## src/rtl/mem_pkg.sv

```systemverilog
// Shared definitions for the data-memory access unit: funct3 size encodings,
// FSM state enum, byte-enable constants and small decode helpers.
package mem_pkg;

    // funct3 size/sign encodings for loads and stores
    localparam logic [2:0] F3_B  = 3'b000;
    localparam logic [2:0] F3_H  = 3'b001;
    localparam logic [2:0] F3_W  = 3'b010;
    localparam logic [2:0] F3_BU = 3'b100;
    localparam logic [2:0] F3_HU = 3'b101;

    // Byte-enable patterns before lane shifting
    localparam logic [3:0] BE_BYTE = 4'b0001;
    localparam logic [3:0] BE_HALF = 4'b0011;
    localparam logic [3:0] BE_WORD = 4'b1111;

    // Access FSM states
    typedef enum logic [1:0] {
        ST_IDLE = 2'd0,
        ST_BUSY = 2'd1,
        ST_DONE = 2'd2
    } mem_state_e;

    // Lane enables for a given size; halfwords use only addr[1] and words
    // ignore the offset entirely, so misaligned accesses are silently aligned.
    function automatic logic [3:0] byte_enable(input logic [2:0] f3,
                                               input logic [1:0] off);
        logic [3:0] be;
        case (f3[1:0])
            2'b00:   be = BE_BYTE << off;
            2'b01:   be = BE_HALF << {off[1], 1'b0};
            default: be = BE_WORD;
        endcase
        return be;
    endfunction

    // True when the access size does not fit its natural alignment
    function automatic logic is_misaligned(input logic [2:0] f3,
                                           input logic [1:0] off);
        logic bad;
        case (f3[1:0])
            2'b00:   bad = 1'b0;
            2'b01:   bad = off[0];
            default: bad = (off != 2'b00);
        endcase
        return bad;
    endfunction

endpackage

```

## src/rtl/load_extender.sv

```systemverilog
// Selects the addressed byte/halfword lane from a 32-bit read word and
// sign- or zero-extends it to XLEN according to funct3.
module load_extender
    import mem_pkg::*;
#(
    parameter int XLEN = 32
) (
    input  logic [2:0]      funct3,
    input  logic [1:0]      off,
    input  logic [XLEN-1:0] rdata,
    output logic [XLEN-1:0] ext
);

    logic [7:0]  lane_b;
    logic [15:0] lane_h;

    // Lane select by registered address offset, then extend by size/sign
    always_comb begin
        lane_b = rdata[{off, 3'b000} +: 8];
        lane_h = rdata[{off[1], 4'b0000} +: 16];
        case (funct3)
            F3_B:    ext = {{(XLEN-8){lane_b[7]}}, lane_b};
            F3_BU:   ext = {{(XLEN-8){1'b0}}, lane_b};
            F3_H:    ext = {{(XLEN-16){lane_h[15]}}, lane_h};
            F3_HU:   ext = {{(XLEN-16){1'b0}}, lane_h};
            default: ext = rdata;
        endcase
    end

endmodule

```

## src/rtl/mem_access_unit.sv

```systemverilog
// ME-stage data-memory access unit. Turns a load/store in the ME stage into a
// registered request on the dmem port, stalls the pipeline until dmem_ack, and
// presents extended load data for exactly one unstalled cycle (DONE).
// Optional feature: define MEM_MISALIGN_TRAP_EN to flag misaligned H/W accesses
// (no request issued) instead of silently aligning them.
//
// Handshake: dmem_req is held high with all dmem_* fields stable from the first
// BUSY cycle until the cycle dmem_ack is sampled high; the request completes on
// that edge and dmem_ack is ignored in every other state.
module mem_access_unit
    import mem_pkg::*;
#(
    parameter int XLEN = 32
) (
    input  logic            clk,
    input  logic            rst_n,
    input  logic            valid_M,
    input  logic            mem_rd_M,
    input  logic            mem_wr_M,
    input  logic [2:0]      funct3_M,
    input  logic [XLEN-1:0] addr_M,
    input  logic [XLEN-1:0] wdata_M,
    output logic            stall_M,
    output logic [XLEN-1:0] Rdata_ext_M,
    output logic            misalign_M,
    output logic            dmem_req,
    output logic            dmem_we,
    output logic [XLEN-1:0] dmem_addr,
    output logic [3:0]      dmem_be,
    output logic [XLEN-1:0] dmem_wdata,
    input  logic            dmem_ack,
    input  logic [XLEN-1:0] dmem_rdata,
    output mem_state_e      state_dbg
);

    mem_state_e      state;
    logic [2:0]      funct3_q;
    logic [1:0]      off_q;
    logic            access;
    logic            misalign_c;
    logic            start;
    logic [XLEN-1:0] wdata_rep;
    logic [XLEN-1:0] ext_data;

    // Access decode, misalignment detection and combinational stall
    always_comb begin
        access = valid_M & (mem_rd_M | mem_wr_M);
`ifdef MEM_MISALIGN_TRAP_EN
        misalign_c = access & (state == ST_IDLE) & is_misaligned(funct3_M, addr_M[1:0]);
`else
        misalign_c = 1'b0;
`endif
        start   = access & ~misalign_c & (state == ST_IDLE);
        stall_M = (state == ST_BUSY) | start;
    end

    assign misalign_M = rst_n & misalign_c;
    assign state_dbg  = state;

    // Store data replicated across every lane the size could target
    always_comb begin
        case (funct3_M[1:0])
            2'b00:   wdata_rep = {(XLEN/8){wdata_M[7:0]}};
            2'b01:   wdata_rep = {(XLEN/16){wdata_M[15:0]}};
            default: wdata_rep = wdata_M;
        endcase
    end

    load_extender #(.XLEN(XLEN)) u_load_extender (
        .funct3 (funct3_q),
        .off    (off_q),
        .rdata  (dmem_rdata),
        .ext    (ext_data)
    );

    // Access FSM with registered dmem port and load result
    always_ff @(posedge clk) begin
        if (!rst_n) begin
            state       <= ST_IDLE;
            dmem_req    <= 1'b0;
            dmem_we     <= 1'b0;
            dmem_addr   <= '0;
            dmem_be     <= '0;
            dmem_wdata  <= '0;
            funct3_q    <= '0;
            off_q       <= '0;
            Rdata_ext_M <= '0;
        end else begin
            case (state)
                ST_IDLE: begin
                    if (start) begin
                        dmem_req   <= 1'b1;
                        dmem_we    <= mem_wr_M;
                        dmem_addr  <= {addr_M[XLEN-1:2], 2'b00};
                        dmem_be    <= byte_enable(funct3_M, addr_M[1:0]);
                        dmem_wdata <= wdata_rep;
                        funct3_q   <= funct3_M;
                        off_q      <= addr_M[1:0];
                        state      <= ST_BUSY;
                    end
                end
                ST_BUSY: begin
                    if (dmem_ack) begin
                        dmem_req <= 1'b0;
                        if (!dmem_we) begin
                            Rdata_ext_M <= ext_data;
                        end
                        state <= ST_DONE;
                    end
                end
                ST_DONE: begin
                    state <= ST_IDLE;
                end
                default: begin
                    state <= ST_IDLE;
                end
            endcase
        end
    end

endmodule
```

## config.mk

```make
export PLATFORM = sky130hd
export DESIGN_NAME = mem_access_unit
export DESIGN_NICKNAME = d
export VERILOG_FILES = /design/src/rtl/mem_pkg.sv /design/src/rtl/load_extender.sv /design/src/rtl/mem_access_unit.sv
export SDC_FILE = /design/constraint.sdc
export NUM_CORES = 1
export LEC_CHECK = 0
export ABC_AREA = 0
export ABC_CLOCK_PERIOD_IN_PS = 1860
export BUFFER_PORTS_ARGS = -buffer_cell sky130_fd_sc_hd__buf_2
export CORE_MARGIN = 2
export CORE_UTILIZATION = 35
export CTS_CLUSTER_DIAMETER = 80
export CTS_CLUSTER_SIZE = 14
export DETAILED_ROUTE_END_ITERATION = 7
export HOLD_SLACK_MARGIN = 0.03
export SYNTH_ARGS = -nofsm -noshare
export SYNTH_HDL_FRONTEND = slang
export SYNTH_HIERARCHICAL = 1
export SYNTH_SLANG_ARGS = --single-unit
```

## constraint.sdc

```tcl
create_clock -name clk -period 1.86 [get_ports clk]
set_input_delay 0.465 -clock clk [delete_from_list [all_inputs] [get_ports clk]]
set_output_delay 0.465 -clock clk [all_outputs]
set_load 0.01 [all_outputs]
```

After elaboration in Yosys (flattened, before gate mapping)

Cells that the tools add are included.

Bits in registers: 107
Latch bits: 0
Bits in writable memories: 0
Bits in read-only memories: 0
Input port bits: 105
Output and inout port bits: 106
Word-level logic and storage cells: 42
Memories kept: 0

Add/sub/neg operators: 0
$mul: 0
Divide/modulo/power cells: 0
Order comparisons: 0
Eq/ne operators: 7
Shift operators: 4
Mux-type cells: 9
Bitwise gates (word level): 5
Reductions and logical operators: 8

Operator list:

| cell                                            | count |
|---|---|
| case mux 32 bit (4 select lines)                | 1 |
| case mux 32 bit (2 select lines)                | 1 |
| variable part select 32 x 6 -> 16 bit           | 1 |
| variable part select 32 x 6 -> 8 bit            | 1 |
| case mux 4 bit (2 select lines)                 | 1 |
| == test 3 bit, second input constant            | 2 |
| AND reduction 3 bit                             | 2 |
| == test 2 x 1 -> 1 bit, second input constant   | 2 |
| zero test 2 bit                                 | 2 |
| two-way mux 2 bit                               | 2 |
| != test 2 bit, second input constant            | 2 |
| case mux 2 bit (2 select lines)                 | 1 |
| AND reduction 2 bit                             | 2 |
| << shifter 1 x 2 -> 4 bit, first input constant | 1 |
| << shifter 2 x 2 -> 4 bit, first input constant | 1 |
| == test 3 x 1 -> 1 bit, second input constant   | 1 |
| zero test 3 bit                                 | 1 |
| bitwise AND 1 bit                               | 2 |
| two-way mux 1 bit                               | 2 |
| OR 1 bit                                        | 2 |
| case mux 1 bit (2 select lines)                 | 1 |
| nonzero test 2 bit                              | 1 |
| NOT 1 bit                                       | 1 |

Longest topological paths before layout

Word-level depth: 5
Gate-level depth with buffers: 8
Gate-level depth less buffers: 6

Cells and area by module

Netlist, hierarchy kept.

Modules (own cells, without submodules):

| module          | times used | cells an instance | area each (sq um) | sequential area each (sq um) |
|---|---|---|---|---|
| mem_access_unit | 1          | 509               | 4386.7            | 2142.1 |
| load_extender   | 1          | 109               | 628.1             | 0.0 |

Worst setup path after synthesis

OpenSTA, ideal clock, no wires.

Path type: input to register
From: input port dmem_rdata[31]
To: register Rdata_ext_M[20]
Library setup time: 132 ps
Arrival time: 1642 ps
Data required time: 1728 ps
Setup slack: 86 ps
Stages on the path: 7
Path buffers: 1
Cell sequence: mux4_2 -> nor3b_4 -> o21bai_4 -> buf_6 -> nand2_1 -> nand2_1 -> a21oi_1

Longest elaborated chain between the ends: 2
Elaborated cells on any way between the ends: 3
Those cells by class: shift: 2; mux: 1

Ends and longest elaborated chain:

| item                                                                                                 | line                                     | text |
|---|---|---|
| start, declared                                                                                      | mem_access_unit.sv:32                    | `input logic [XLEN-1:0] dmem_rdata,` |
| variable part select 32 x 6 -> 16 bit / variable part select 32 x 6 -> 8 bit (equally long branches) | load_extender.sv:20, load_extender.sv:19 |  |
| case mux 32 bit (4 select lines) *                                                                   | load_extender.sv:21                      | `case (funct3)` |
| named net ext_data[20]                                                                               | mem_access_unit.sv:43                    | `logic [XLEN-1:0] ext_data;` |
| end signal, assigned                                                                                 | mem_access_unit.sv:106                   | `Rdata_ext_M <= ext_data;` |
| end, declared                                                                                        | mem_access_unit.sv:24                    | `output logic [XLEN-1:0] Rdata_ext_M,` |

The timed path passes the listed nets; every way through them passes the cells marked *.
A chain may end at the register's enable or synchronous reset.

Worst setup path in the final report

From: register off_q[0]
To: register Rdata_ext_M[28]

Longest elaborated chain between the ends: 2

Ends and longest elaborated chain:

| item                                 | line                  | text |
|---|---|---|
| start, declared                      | mem_access_unit.sv:38 | `logic [1:0] off_q;` |
| start signal, assigned               | mem_access_unit.sv:98 | `off_q <= addr_M[1:0];` |
| variable part select 32 x 6 -> 8 bit | load_extender.sv:19   | `lane_b = rdata[{off, 3'b000} +: 8];` |
| case mux 32 bit (4 select lines)     | load_extender.sv:21   |  |
| named net ext_data[28]               | mem_access_unit.sv:43 |  |

The timed path passes the listed nets, and every way through them passes these cells.

==> out/metrics.cfg <==
[clocking]
htreeDepth = 3
cts_tree = built
cts_resized = 0
postCtsSetupBuffers = 0
numCtsBuffers = 9
clockBufferDepth = 2
clockRootBuffer = clkbuf_16
clk_latency_ns = 0.35
hold_buffers = 0
clock_sinks = 107
clk_pin_slew_worst_paths_ns = 0.07

[logic_synthesis]
synth.yosys.seq_area_share_pct = 42.7
synthesis.instances = 618
synth_ff_type = dfxtp_1
yosysTopAreaCell = dfxtp_1
synth_top_area_share_pct = 42.7
synth.area.top_cells = dfxtp_1 43%, a21oi_1 11%, nand2_1 9.4%
synth.most_common_cell = nand2_1
synth_async_sr_flop_share_pct = 0
synth_area_per_cell_um2 = 8.11
ys_types = 43
syn_area_um2 = 5010
synth-edff-count = 0
yosysWarnings = 6
ys_ff_latch = 107
synthTopCellsByCount = 126 x nand2_1, 107 x dfxtp_1, 106 x a21oi_1

[drt]
detail_route.first_pass.iterations = 4
drt_wl_total_mm = 16.2
via_per_inst = 5.26
vias = 5226
drc = 0
wl_per_cell_um = 16.3
drtIter0Drc = 316
ant_nets = 0

[die]
coreArea_um2 = 13900
start_util_pct = 36.0
ioPinCount = 211
die_h_um = 124
die_area_um2 = 15300
rows = 43
die_w_um = 124

[place]
dp_slack_ns = 0.0333
place_congestion = 0.870
portBuffers = 207
placed_area_um2 = 6270
hpwl_mm = 11.6

[critical_path]
critPathLaunchType = flip-flop
crit_fanout = 16
crit_buf_inv = 1
cp.required_ns = 2.10
crit_path_end_kind = flip-flop
path_cells = mux4_2, nor3b_4, o21bai_4, buf_12, nand2_1, nand2_1, a21oi_1
critPathArrivalTime_ns = 1.91
critical-path-top-delay-family = multiplexers
path_class = reg -> reg
max_stage_delay_ns = 0.52
critPathSlowestCell = mux4_2
critPathMostFrequentCell = nand2_1
r2r_slack_ns = 0.19

[timing]
slew_violations = 0
setup_viol = 0
min_period_over_period_pct = 89.8
skew_ns = 0.00827
period_minus_slack_ns = 1.67
max_freq_ghz = 0.599
slew_headroom_pct = 65.4
timing.final.hold_violations = 0
finalWorstSetupSlack_ns = 0.191
hold_ws_ns = 0.362
tns_ns = 0
tightest_slew_ns = 0.518
rsz0062_at_grt = false

[run]
cap_viol_max_count = 0

[pwr]
p_per_area_nw_per_um2 = 887
p_leak_uw = 0.00290
ir_worst_vdd_mv = 0.454
total_power_uw = 5850

[global_route]
antenna_found_initial = 3
grt_pass1_vias = 4830
grt_max_degree = 67
grt_pass1_wl_mm = 24.4
grt.total_usage_pct = 20.6
overflow = 0

[final_layout]
n_fill_cell = 1390
multi_input_area_um2 = 2550
drive_gt1_share_pct = 35.7
fin_area_um2 = 6600
seq_area_um2 = 2140
nets = 913
syn_to_final_growth_pct = 31.6

[min_path]
hp-class = in -> reg

[outcome]
outcome = finished, final reports clean

worst paths after layout:
kind / from / end / cells after the start
max reg2reg: off_q[0] / Rdata_ext_M[28] / 7
max: off_q[0] / Rdata_ext_M[28] / 7
min reg2reg: Rdata_ext_M[29] / Rdata_ext_M[29] / 2
min: addr_M[19] / dmem_addr[19] / 3
cells in the final DEF (no fill, tap or decap), types with 2 or more instances in the layout:
master / count
nand2_1: 126
buf_2: 207
nor2_1: 8
nand2_2: 2
clkinv_2: 2
mux2i_1: 20
clkbuf_16: 9
nor2b_1: 4
buf_4: 23
dfxtp_1: 107
bufinv_16: 3
o22ai_1: 8
buf_12: 6
a22oi_1: 8
mux2_2: 13
o211ai_1: 2
o21ai_0: 63
a211oi_2: 10
a311oi_1: 8
a21oi_1: 106
a311oi_2: 2
conb_1: 3
nand2b_1: 2
nand3_1: 45
inv_1: 2
nand3b_1: 2
stage by stage:
stage / util, % / cells
floorplan: - / 620
global placement: 45.0 / 977
detailed placement: 45.0 / 977
CTS: 47.4 / 992
global route: 47.4 / 992
finish: 47.4 / 993
flip-flops by register name, indices dropped and copies added, names as in the netlist:
| name | cells |
|---|---|
| Rdata_ext_M | 32 |
| dmem_addr | 30 |
| dmem_be | 4 |
| dmem_req | 1 |
| dmem_wdata | 32 |
| dmem_we | 1 |
| funct3_q | 3 |
| off_q | 2 |
| state_dbg | 2 |
per-layer routing:
metal  track usage [%]  vias up  wire [µm]  share of wire, %
met5                 0        -         14             0.087
met4              7.81        2        319               2.0
met3              4.95       23       1310               8.1
met2              33.8      213       7690                48
met1              26.0     2446       6850                42
li1                  -     2542          -                 -
tightest hold or removal path: cells and delay by family:
| family | cells | cell delay, ns |
|---|---|---|
| buf+inv | 1 | 0.10 |
| compound gates | 1 | 0.05 |
| simple gates | 1 | 0.05 |
power breakdown:
group	switching, µW	internal [µW]
registers	79.2	2430
logic	670	484
clock network	882	1310
cell type report:
cell class                 instances  share of cell area (%)
inverter                           4                   0.246
antenna                            1                  0.0379
timing repair buffer             236                    20.1
clock inverter                     5                    1.55
sequential                       107                    32.4
clock buffer                      10                    3.47
tap                              180                    3.41
multi-input combinational        450                    38.7
logic make-up after synthesis:
kind of cell           after synthesis  synth area share, %
muxes                               34                 7.36
DFF                                107                 42.7
AOI/OAI and AO/OA                  213                 25.2
other                                1               0.0748
buffers and inverters               63                 6.66
and+or+nand+nor                    200                 18.0
(Power assumes the default switching activity.)
